<file path="config.mk">
export PLATFORM = sky130hd
export DESIGN_NAME = qam_iq_modulator_flat
export DESIGN_NICKNAME = d
export VERILOG_FILES = /design/src/rtl/qam_pkg.sv /design/src/rtl/qam_iq_modulator_if.sv /design/src/rtl/sine_quarter_lut.sv /design/src/rtl/qam_iq_modulator.sv /design/src/flat_wrapper.sv
export SDC_FILE = /design/constraint.sdc
export NUM_CORES = 1
export LEC_CHECK = 0
export BUFFER_PORTS_ARGS = -buffer_cell sky130_fd_sc_hd__buf_2
export CAP_MARGIN = 20
export CORE_UTILIZATION = 45
export CTS_CLUSTER_SIZE = 16
export DETAILED_ROUTE_END_ITERATION = 10
export SLEW_MARGIN = 25
export SYNTH_ARGS = -nofsm -noshare
export SYNTH_HDL_FRONTEND = slang
export SYNTH_HIERARCHICAL = 1
export SYNTH_SLANG_ARGS = --single-unit
</file>
<file path="constraint.sdc">
create_clock -name clock -period 5.6 [get_ports clock]
set_input_delay 1.4 -clock clock [delete_from_list [all_inputs] [get_ports clock]]
set_output_delay 1.4 -clock clock [all_outputs]
set_load 0.02 [all_outputs]
</file>
<file path="src/rtl/qam_pkg.sv">
// rtl/qam_pkg.sv - shared widths, FSM encoding, sign-bit indices and quarter-sine helpers
package qam_pkg;
    localparam int PHASE_W  = 8;
    localparam int LUT_AW   = 6;
    localparam int SAMPLE_W = 9;
    localparam int MAG_W    = SAMPLE_W - 1;
    localparam int LUT_N    = (1 << LUT_AW) + 1;
    localparam int SIN_SGN  = 1;
    localparam int COS_SGN  = 0;

    typedef enum logic {IDLE = 1'b0, RUN = 1'b1} qam_state_e;

    // round(amp * sin(idx*pi/128)) from a Q30 Taylor series; only ever called with constants
    function automatic logic [MAG_W-1:0] quarter_sine(input int idx, input int amp);
        longint one, x, x2, t, s;
        one = 64'sd1 <<< 30;
        x   = (longint'(idx) * 64'sd3373259426) / 64'sd128;
        x2  = (x * x) >>> 30;
        t   = one - x2 / 64'sd110;
        t   = one - ((x2 * t) >>> 30) / 64'sd72;
        t   = one - ((x2 * t) >>> 30) / 64'sd42;
        t   = one - ((x2 * t) >>> 30) / 64'sd20;
        t   = one - ((x2 * t) >>> 30) / 64'sd6;
        s   = (x * t) >>> 30;
        return MAG_W'((s * longint'(amp) + (one >>> 1)) >>> 30);
    endfunction

    // Odd quadrants read the table mirrored: address 64-a instead of a.
    function automatic logic [LUT_AW:0] lut_addr(input logic [LUT_AW:0] ph_lo);
        logic [LUT_AW:0] a;
        a = {1'b0, ph_lo[LUT_AW-1:0]};
        return ph_lo[LUT_AW] ? (LUT_AW+1)'(LUT_N - 1) - a : a;
    endfunction
endpackage

</file>
<file path="src/rtl/qam_iq_modulator_if.sv">
// rtl/qam_iq_modulator_if.sv - symbol input / modulated sample output bundle
interface qam_iq_modulator_if;
    import qam_pkg::*;

    logic [1:0]                 elojel_sin_cos;
    logic                       data_change_cntr;
    logic signed [SAMPLE_W-1:0] qam_out;
    logic                       out_valid;
    logic                       sym_load;
    logic                       overrun;

    modport master (
        output elojel_sin_cos, data_change_cntr,
        input  qam_out, out_valid, sym_load, overrun
    );

    modport slave (
        input  elojel_sin_cos, data_change_cntr,
        output qam_out, out_valid, sym_load, overrun
    );
endinterface

</file>
<file path="src/rtl/sine_quarter_lut.sv">
// rtl/sine_quarter_lut.sv - registered 65-entry quarter-wave sine ROM with two read ports
module sine_quarter_lut
    import qam_pkg::*;
#(
    parameter int AMP = 127
) (
    input  logic             clock,
    input  logic             reset,
    input  logic [LUT_AW:0]  sin_addr,
    input  logic [LUT_AW:0]  cos_addr,
    output logic [MAG_W-1:0] sin_mag_q,
    output logic [MAG_W-1:0] cos_mag_q
);
    logic [MAG_W-1:0] rom [LUT_N];
    logic [MAG_W-1:0] sin_mag_d;
    logic [MAG_W-1:0] cos_mag_d;

    for (genvar i = 0; i < LUT_N; i++) begin : g_rom
        assign rom[i] = quarter_sine(i, AMP);
    end

    always_comb begin
        sin_mag_d = rom[sin_addr];
        cos_mag_d = rom[cos_addr];
    end

    always_ff @(posedge clock or negedge reset) begin
        if (!reset) begin
            sin_mag_q <= '0;
            cos_mag_q <= '0;
        end else begin
            sin_mag_q <= sin_mag_d;
            cos_mag_q <= cos_mag_d;
        end
    end
endmodule

</file>
<file path="src/rtl/qam_iq_modulator.sv">
// rtl/qam_iq_modulator.sv - QPSK modulator: +/-sin +/-cos carrier, symbols switch at period wrap
module qam_iq_modulator
    import qam_pkg::*;
#(
    parameter int PHASE_INC = 4,
    parameter int AMP       = 127
) (
    input  logic               clock,
    input  logic               reset,
    qam_iq_modulator_if.slave  bus
);
    qam_state_e                 state_q, state_d;
    logic [PHASE_W-1:0]         ph_q, ph_d;
    logic [1:0]                 active_q, active_d;
    logic [1:0]                 pending_q, pending_d;
    logic                       pend_full_q, pend_full_d;
    logic                       sym_load_q, sym_load_d;
    logic                       overrun_q, overrun_d;
    logic                       sin_neg_q, sin_neg_d;
    logic                       cos_neg_q, cos_neg_d;
    logic                       s1_valid_q, s1_valid_d;
    logic signed [SAMPLE_W-1:0] qam_out_q, qam_out_d;
    logic                       out_valid_q, out_valid_d;

    logic [PHASE_W:0]           ph_sum;
    logic                       wrap;
    logic                       strobe;
    logic [PHASE_W-1:0]         ph_cos;
    logic [MAG_W-1:0]           sin_mag_q, cos_mag_q;
    logic signed [SAMPLE_W-1:0] sin_term, cos_term;

    assign strobe = bus.data_change_cntr;
    assign ph_sum = {1'b0, ph_q} + (PHASE_W+1)'(PHASE_INC);
    assign wrap   = ph_sum[PHASE_W];
    assign ph_cos = ph_q + PHASE_W'(1 << LUT_AW);

    always_comb begin
        state_d     = state_q;
        ph_d        = ph_q;
        active_d    = active_q;
        pending_d   = pending_q;
        pend_full_d = pend_full_q;
        sym_load_d  = 1'b0;
        overrun_d   = overrun_q;
        case (state_q)
            IDLE: begin
                if (strobe) begin
                    state_d    = RUN;
                    active_d   = bus.elojel_sin_cos;
                    sym_load_d = 1'b1;
                end
            end
            RUN: begin
                ph_d = ph_sum[PHASE_W-1:0];
                if (wrap) begin
                    // A symbol arriving on the wrap cycle is newer than anything pending
                    if (strobe) begin
                        active_d   = bus.elojel_sin_cos;
                        sym_load_d = 1'b1;
                    end else if (pend_full_q) begin
                        active_d   = pending_q;
                        sym_load_d = 1'b1;
                    end
                    pend_full_d = 1'b0;
                end else if (strobe) begin
                    pending_d   = bus.elojel_sin_cos;
                    pend_full_d = 1'b1;
                    overrun_d   = overrun_q | pend_full_q;
                end
            end
            default: state_d = IDLE;
        endcase
    end

    sine_quarter_lut #(.AMP(AMP)) u_lut (
        .clock     (clock),
        .reset     (reset),
        .sin_addr  (lut_addr(ph_q[LUT_AW:0])),
        .cos_addr  (lut_addr(ph_cos[LUT_AW:0])),
        .sin_mag_q (sin_mag_q),
        .cos_mag_q (cos_mag_q)
    );

    always_comb begin
        sin_neg_d   = ph_q[PHASE_W-1] ^ active_q[SIN_SGN];
        cos_neg_d   = ph_cos[PHASE_W-1] ^ active_q[COS_SGN];
        s1_valid_d  = (state_q == RUN);
        sin_term    = $signed({1'b0, sin_mag_q});
        cos_term    = $signed({1'b0, cos_mag_q});
        if (sin_neg_q) sin_term = -sin_term;
        if (cos_neg_q) cos_term = -cos_term;
        qam_out_d   = s1_valid_q ? sin_term + cos_term : '0;
        out_valid_d = s1_valid_q;
    end

    always_ff @(posedge clock or negedge reset) begin
        if (!reset) begin
            state_q     <= IDLE;
            ph_q        <= '0;
            active_q    <= '0;
            pending_q   <= '0;
            pend_full_q <= 1'b0;
            sym_load_q  <= 1'b0;
            overrun_q   <= 1'b0;
            sin_neg_q   <= 1'b0;
            cos_neg_q   <= 1'b0;
            s1_valid_q  <= 1'b0;
            qam_out_q   <= '0;
            out_valid_q <= 1'b0;
        end else begin
            state_q     <= state_d;
            ph_q        <= ph_d;
            active_q    <= active_d;
            pending_q   <= pending_d;
            pend_full_q <= pend_full_d;
            sym_load_q  <= sym_load_d;
            overrun_q   <= overrun_d;
            sin_neg_q   <= sin_neg_d;
            cos_neg_q   <= cos_neg_d;
            s1_valid_q  <= s1_valid_d;
            qam_out_q   <= qam_out_d;
            out_valid_q <= out_valid_d;
        end
    end

    assign bus.qam_out   = qam_out_q;
    assign bus.out_valid = out_valid_q;
    assign bus.sym_load  = sym_load_q;
    assign bus.overrun   = overrun_q;
endmodule

</file>
<file path="src/flat_wrapper.sv">
// flat-port wrapper written by rule: the top's interface ports become plain ports
module qam_iq_modulator_flat import qam_pkg::*;
#(
    parameter int PHASE_INC = 4,
    parameter int AMP       = 127
)
  (clock, reset, bus_elojel_sin_cos, bus_data_change_cntr, bus_qam_out, bus_out_valid, bus_sym_load, bus_overrun);
  qam_iq_modulator_if bus_i ();
  input  logic clock;
  input  logic reset;
  input wire logic [$bits(bus_i.elojel_sin_cos)-1:0] bus_elojel_sin_cos;
  input wire logic [$bits(bus_i.data_change_cntr)-1:0] bus_data_change_cntr;
  output wire logic [$bits(bus_i.qam_out)-1:0] bus_qam_out;
  output wire logic [$bits(bus_i.out_valid)-1:0] bus_out_valid;
  output wire logic [$bits(bus_i.sym_load)-1:0] bus_sym_load;
  output wire logic [$bits(bus_i.overrun)-1:0] bus_overrun;
  assign bus_i.elojel_sin_cos = bus_elojel_sin_cos;
  assign bus_i.data_change_cntr = bus_data_change_cntr;
  assign bus_qam_out = bus_i.qam_out;
  assign bus_out_valid = bus_i.out_valid;
  assign bus_sym_load = bus_i.sym_load;
  assign bus_overrun = bus_i.overrun;
  qam_iq_modulator #(.PHASE_INC(PHASE_INC), .AMP(AMP)) u_core (.clock(clock), .reset(reset), .bus(bus_i));
endmodule
</file>
* Yosys cells after proc, flatten, opt, wreduce, memory -nomap -nowiden
Memory sizes are Yosys's and may differ from the RTL's. A register that Yosys moved wholly into a read port is not among the register bits. Index checks and enable logic that the tools add are counted.
Word-level totals: register bits 29, memory bits (read-only) 2048, word-level logic and storage cells 55, memories 2
Operators by class: add/sub/neg operators 7, equality and inequality tests 3, mux-type cells 18, bitwise gates (word level) 7, reduce and logical (&&, ||, !) cells 6
Memory list:
- (name not given) | depth 128, bits a word 8, rd ports 1, clocked after memory_dff 1, write ports 0, RTL line sine_quarter_lut.sv:24 | cos_mag_d = rom[cos_addr];
- (name not given) | depth 128, bits a word 8, rd ports 1, clocked after memory_dff 1, write ports 0, RTL line sine_quarter_lut.sv:23 | sin_mag_d = rom[sin_addr];
Operator list (count):
- 9-bit 2-to-1 mux | 3
- 8-bit negation with 9-bit output | 2
- 7-bit NOT with 8-bit output | 2
- 7-bit 2-to-1 mux | 2
- 7-bit by 6-bit subtractor with 7-bit output (first input constant) | 2
- 8-bit by 3-bit adder with 9-bit output (second input constant) | 1
- 9-bit adder | 1
- 8-bit by 7-bit adder with 8-bit output (second input constant) | 1
- 2-bit 2-to-1 mux | 4
- 1-bit 2-to-1 mux | 7
- 3-bit AND reduction | 2
- 2-bit inequality test (second input constant) | 2
- 2-bit one-hot mux with 2 select lines | 1
- 3-bit inequality test (second input constant) | 1
- 1-bit zero test | 2
- 1-bit NOT | 2
- 1-bit one-hot mux with 2 select lines | 1
- 2-bit AND reduction | 1
- 2-bit nonzero test | 1
- 1-bit bitwise XOR | 2
- 1-bit bitwise OR | 1

* Longest topological paths before layout
depth in word-level cells 4, gate-level depth with buffers 11, mapped depth without buffers 11

* Cells and area by module
Netlist, hierarchy kept.
By module, submodules not included:
- qam_iq_modulator | times used 1, cells each 184, area each 1773.0 µm², sequential area each 675.6 µm²
- sine_quarter_lut | times used 1, cells each 213, area each 1735.4 µm², sequential area each 350.3 µm²

* Worst setup path before layout
OpenSTA, ideal clock, no wires.
path kind flip-flop to flip-flop, from register u_core.u_lut.sin_mag_q[3], to register u_core.qam_out_q[8] (netlist: u_core/bus.qam_out[8]), setup time 0.119 ns, arrival time 2.296 ns, data required time 5.481 ns, setup slack 3.185 ns, stages on the path, launching flop included 11, buffers on the path 0, period minus slack after synthesis 2.415 ns, path through dfrtp_1 -> or3_4 -> or3_1 -> nand2_1 -> xnor2_1 -> ha_1 -> o21ai_0 -> a21boi_0 -> a2bb2oi_1 -> xnor2_1 -> and2_1
On the way: cells in the longest elaborated chain, start to end 4
RTL lines:
- start, declared | RTL line sine_quarter_lut.sv:11 | output logic [MAG_W-1:0] sin_mag_q,
- 8-bit negation with 9-bit output | RTL line qam_iq_modulator.sv:90 | if (sin_neg_q) sin_term = -sin_term;
- 9-bit 2-to-1 mux * | RTL line qam_iq_modulator.sv:90
- 9-bit adder * | RTL line qam_iq_modulator.sv:92 | qam_out_d = s1_valid_q ? sin_term + cos_term : '0;
- 9-bit 2-to-1 mux * | RTL line qam_iq_modulator.sv:92
- via u_core.qam_out_d[8] | RTL line qam_iq_modulator.sv:22 | logic signed [SAMPLE_W-1:0] qam_out_q, qam_out_d;
- end signal, assigned | RTL line qam_iq_modulator.sv:121 | qam_out_q <= qam_out_d;
- end, declared | RTL line qam_iq_modulator.sv:22
Mark *: on every way through the listed nets, which the timed path passes. The rest lies on a longest branch. A chain may end at the register's enable or synchronous reset.

* Final worst setup path
from register u_core.ph_q[2], to register u_core.u_lut.cos_mag_q[0]
On the way: cells in the longest elaborated chain, start to end 4
RTL lines:
- start, declared | RTL line qam_iq_modulator.sv:13 | logic [PHASE_W-1:0] ph_q, ph_d;
- start signal, assigned | RTL line qam_iq_modulator.sv:112 | ph_q <= ph_d;
- 8-bit by 7-bit adder with 8-bit output * | RTL line qam_iq_modulator.sv:35 | assign ph_cos = ph_q + PHASE_W'(1 << LUT_AW);
- 7-bit by 6-bit subtractor with 7-bit output | RTL line qam_pkg.sv:32 | return ph_lo[LUT_AW] ? (LUT_AW+1)'(LUT_N - 1) - a : a;
- 7-bit 2-to-1 mux * | RTL line qam_pkg.sv:32
- 7-bit NOT with 8-bit output (not written as such) * | RTL line sine_quarter_lut.sv:24
- end, declared | RTL line sine_quarter_lut.sv:12 | output logic [MAG_W-1:0] cos_mag_q
Mark *: on every way between the ends. The rest lies on a longest branch, timed or not.

==> results by group <==
Outcome
  • Status: finished, final reports clean

Clock network
  • Clock slew at reported path FFs: about 0.090 ns
  • Resized cells post-CTS: 0
  • Skew-Pair Late Insertion Delay: around 0.30 ns
  • Postcts setup bufs: 0
  • CTS root buf: clkbuf_8
  • Hold-fix buffers at CTS: 0
  • CTS buffer count: 5
  • Htree depth: 2
  • CTS tree: yes
  • Max Root-Sink Buffers: 2
  • CTS Sinks: just over 40

Finish
  • Ant diodes: 0
  • Share of cells above drive strength 1: roughly a tenth
  • Leading cell type in the layout, fill and taps excluded: dfrtp_1
  • Nets: between 400 and 500
  • # fillers: 719
  • Most frequent cells in the layout: 41 x dfrtp_1, 32 x conb_1, 29 x ha_1
  • Layout area overhead: 8.99%

Floorplanning
  • I/O pin cnt: 17
  • Row cnt: 31
  • Die area: 8150 um^2
  • CORE AREA: ~7400 um^2
  • Die X: ~90 um
  • Die Y: ~90 um
  • Initial Utilization: about 47%

Global route
  • Initial antenna violation count: 0
  • Congestion Overflow GR: 0
  • Largest net degree at the start of global routing: 42
  • Vias in the first global route: 2,605
  • GR Util All Layers: roughly 18%
  • Global-route wire length before repair: between 10,000 and 15,000 um

Critical path
  • CP Class: flip-flop to flip-flop
  • CP endpoint kind: flip-flop
  • Req. time, crit path: between 5 and 6 ns
  • Worst-path maximum fanout: 30
  • CP most frequent cell: mux2_2
  • CP arrival: 3.17 ns
  • Crit path cell chain: inv_1 > ha_1 > mux2_2 > mux4_1 > mux2_2 > o211ai_2
  • Startpoint types: flip-flop
  • Crit-path max cell delay: 0.90 ns
  • Slowest CP cell: dfrtp_1

Synth
  • Syn. warnings: 6
  • Sequential area share after synthesis: a little under 30%
  • Unique cell type count in the Yosys netlist: 65
  • Post-synth EDFFs: 0
  • Synth Cell Area: 3510 um^2
  • Mean Syn Cell Area: roughly 9 um^2
  • Async SR Flop Fraction: 100%
  • Flops & latches, synth: a little over 40
  • Syn Inst Count: slightly below 400
  • Most used DFF post-synth: dfrtp_1

Timing
  • Slew HR: around a third
  • RSZ-0062 raised after global routing: no
  • Final setup violation count: 0
  • Worst slew pin tran: 0.980 ns
  • Clock Skew: 0.0126 ns
  • Final Worst Setup Slack: 2.65 ns
  • Period Utilization, post-route: between 50% and 60%
  • FMAX: 339 MHz
  • Max Slew Vio Count: 0
  • Fin crit period: approximately 3 ns
  • Final hold vios: 0
  • Setup TNS Final: 0 ns

Routing
  • Vias per cell: 5.30
  • Routed Antenna Nets: 0
  • Drc violations: 0
  • Via count: between 2k and 3k
  • Wirelength per Cell: 12.7 um
  • First-pass iteration count of the detailed router: 4
  • DRT iter0 DRCs: around 130
  • Routed Wire Length: approximately 6700 um

Placed design
  • Place WS: approximately 2.7 ns
  • Post-DP HPWL: 4890 um
  • Port bufs: 16
  • Gpl congestion: between 0.8 and 0.9

Run
  • Max Cap Viol: 0

Min path
  • Worst hold-check path type: flip-flop to flip-flop
registers in the layout, indices dropped and copies added, names as in the netlist, 2 cells and up:
name and flops:
u_core/u_lut/sin_mag_q 7, u_core/bus.qam_out 9, u_core/active_q 2, u_core/u_lut/cos_mag_q 7, u_core/pending_q 2, u_core/ph_q 6
metal layers:
layer | track usage, % | share of wire, %
met2 | 30.2 | 48
met4 | 4.84 | 0.98
met1 | 23.2 | 48
met3 | 2.78 | 3.0
met5 | 0 | 0
Yosys cell counts, types with 3 or more instances:
cell type	n	share of area, %
o21ai_1	4	0.57
dfrtp_1	41	29
nand2b_1	19	3.4
nand3b_1	3	0.64
o211ai_1	3	0.64
buf_2	13	1.9
nor3_1	6	0.86
nor3b_1	6	1.3
mux2i_1	6	1.7
ha_1	29	10
buf_4	5	1.1
o21ai_0	25	3.6
clkbuf_1	8	0.86
a31oi_1	4	0.71
mux2_2	4	1.3
inv_1	23	2.5
nor2b_1	8	1.4
xnor2_1	22	5.5
nor2_1	27	2.9
or3_1	3	0.54
o21bai_1	3	0.64
a21oi_1	18	2.6
o31ai_1	9	1.9
a311oi_1	6	1.5
nor4_1	4	0.71
xor2_1	7	1.7
a211oi_1	8	1.7
nand2_1	27	2.9
a21boi_0	3	0.64
and2_1	4	0.71
a21o_1	4	0.86
a211o_1	3	0.75
cells by family after synthesis:
family                     after synthesis  share of synthesized area (%)
and+or+nand+nor                        120                           18.2
xor gates and xnor gates                29                           7.24
muxes                                   14                           5.78
DFF                                     41                           29.2
AOI/OAI and AO/OA                      109                           21.6
adders and majority gates               30                           10.9
other                                    2                          0.214
buffers and inverters                   52                           6.78
stage by stage:
step / util, % / hold slack [ns] / cell area [um^2] / cells
2_1_floorplan: - / 0.349 / 3620 / 427
3_3_place_gp: 50.3 / 0.459 / 3730 / 521
3_5_place_dp: 50.3 / 0.463 / 3730 / 521
4_1_cts: 51.6 / 0.483 / 3820 / 529
5_1_grt: 51.6 / 0.505 / 3820 / 529
6_report: 51.6 / 0.478 / 3820 / 529
layout make-up:
| class | instances | area [um^2] | area share, % |
|---|---|---|---|
| tap | 99 | 124 | 3.24 |
| clock buffer | 5 | 68.8 | 1.80 |
| timing repair buffer | 22 | 128 | 3.34 |
| inverter | 25 | 93.8 | 2.45 |
| multi-input combinational | 334 | 2360 | 61.7 |
| sequential | 41 | 1030 | 26.8 |
| clock inverter | 3 | 22.5 | 0.589 |
final timing paths:
check,slack [ns],cells past startpoint,startpoint,end
setup / recovery,2.65,6,u_core/ph_q[2]$_DFFE_PN0P_,u_core/u_lut/cos_mag_q[0]$_DFF_PN0_
hold reg to reg,0.48,1,u_core/bus.overrun$_DFFE_PN0P_,u_core/bus.overrun$_DFFE_PN0P_
max in group asynchronous,4.17,1,reset,u_core/u_lut/cos_mag_q[2]$_DFF_PN0_
min in group asynchronous,1.07,1,reset,u_core/bus.qam_out[0]$_DFF_PN0_
setup reg to reg,2.65,6,u_core/ph_q[2]$_DFFE_PN0P_,u_core/u_lut/cos_mag_q[0]$_DFF_PN0_
hold / removal,0.48,1,u_core/bus.overrun$_DFFE_PN0P_,u_core/bus.overrun$_DFFE_PN0P_
worst max-delay path, delay by kind of cell (launching register included):
family / cells / cell delay (ns)
multiplexers: 3 / 1.36
flip-flops: 1 / 0.90
adder cells (fa/ha/maj): 1 / 0.35
buffers and inverters: 1 / 0.12
AO/OA/AOI/OAI: 1 / 0.12
Power is not shown: default switching activity piles up to over one toggle a cycle in this logic, so the estimate is an artifact.
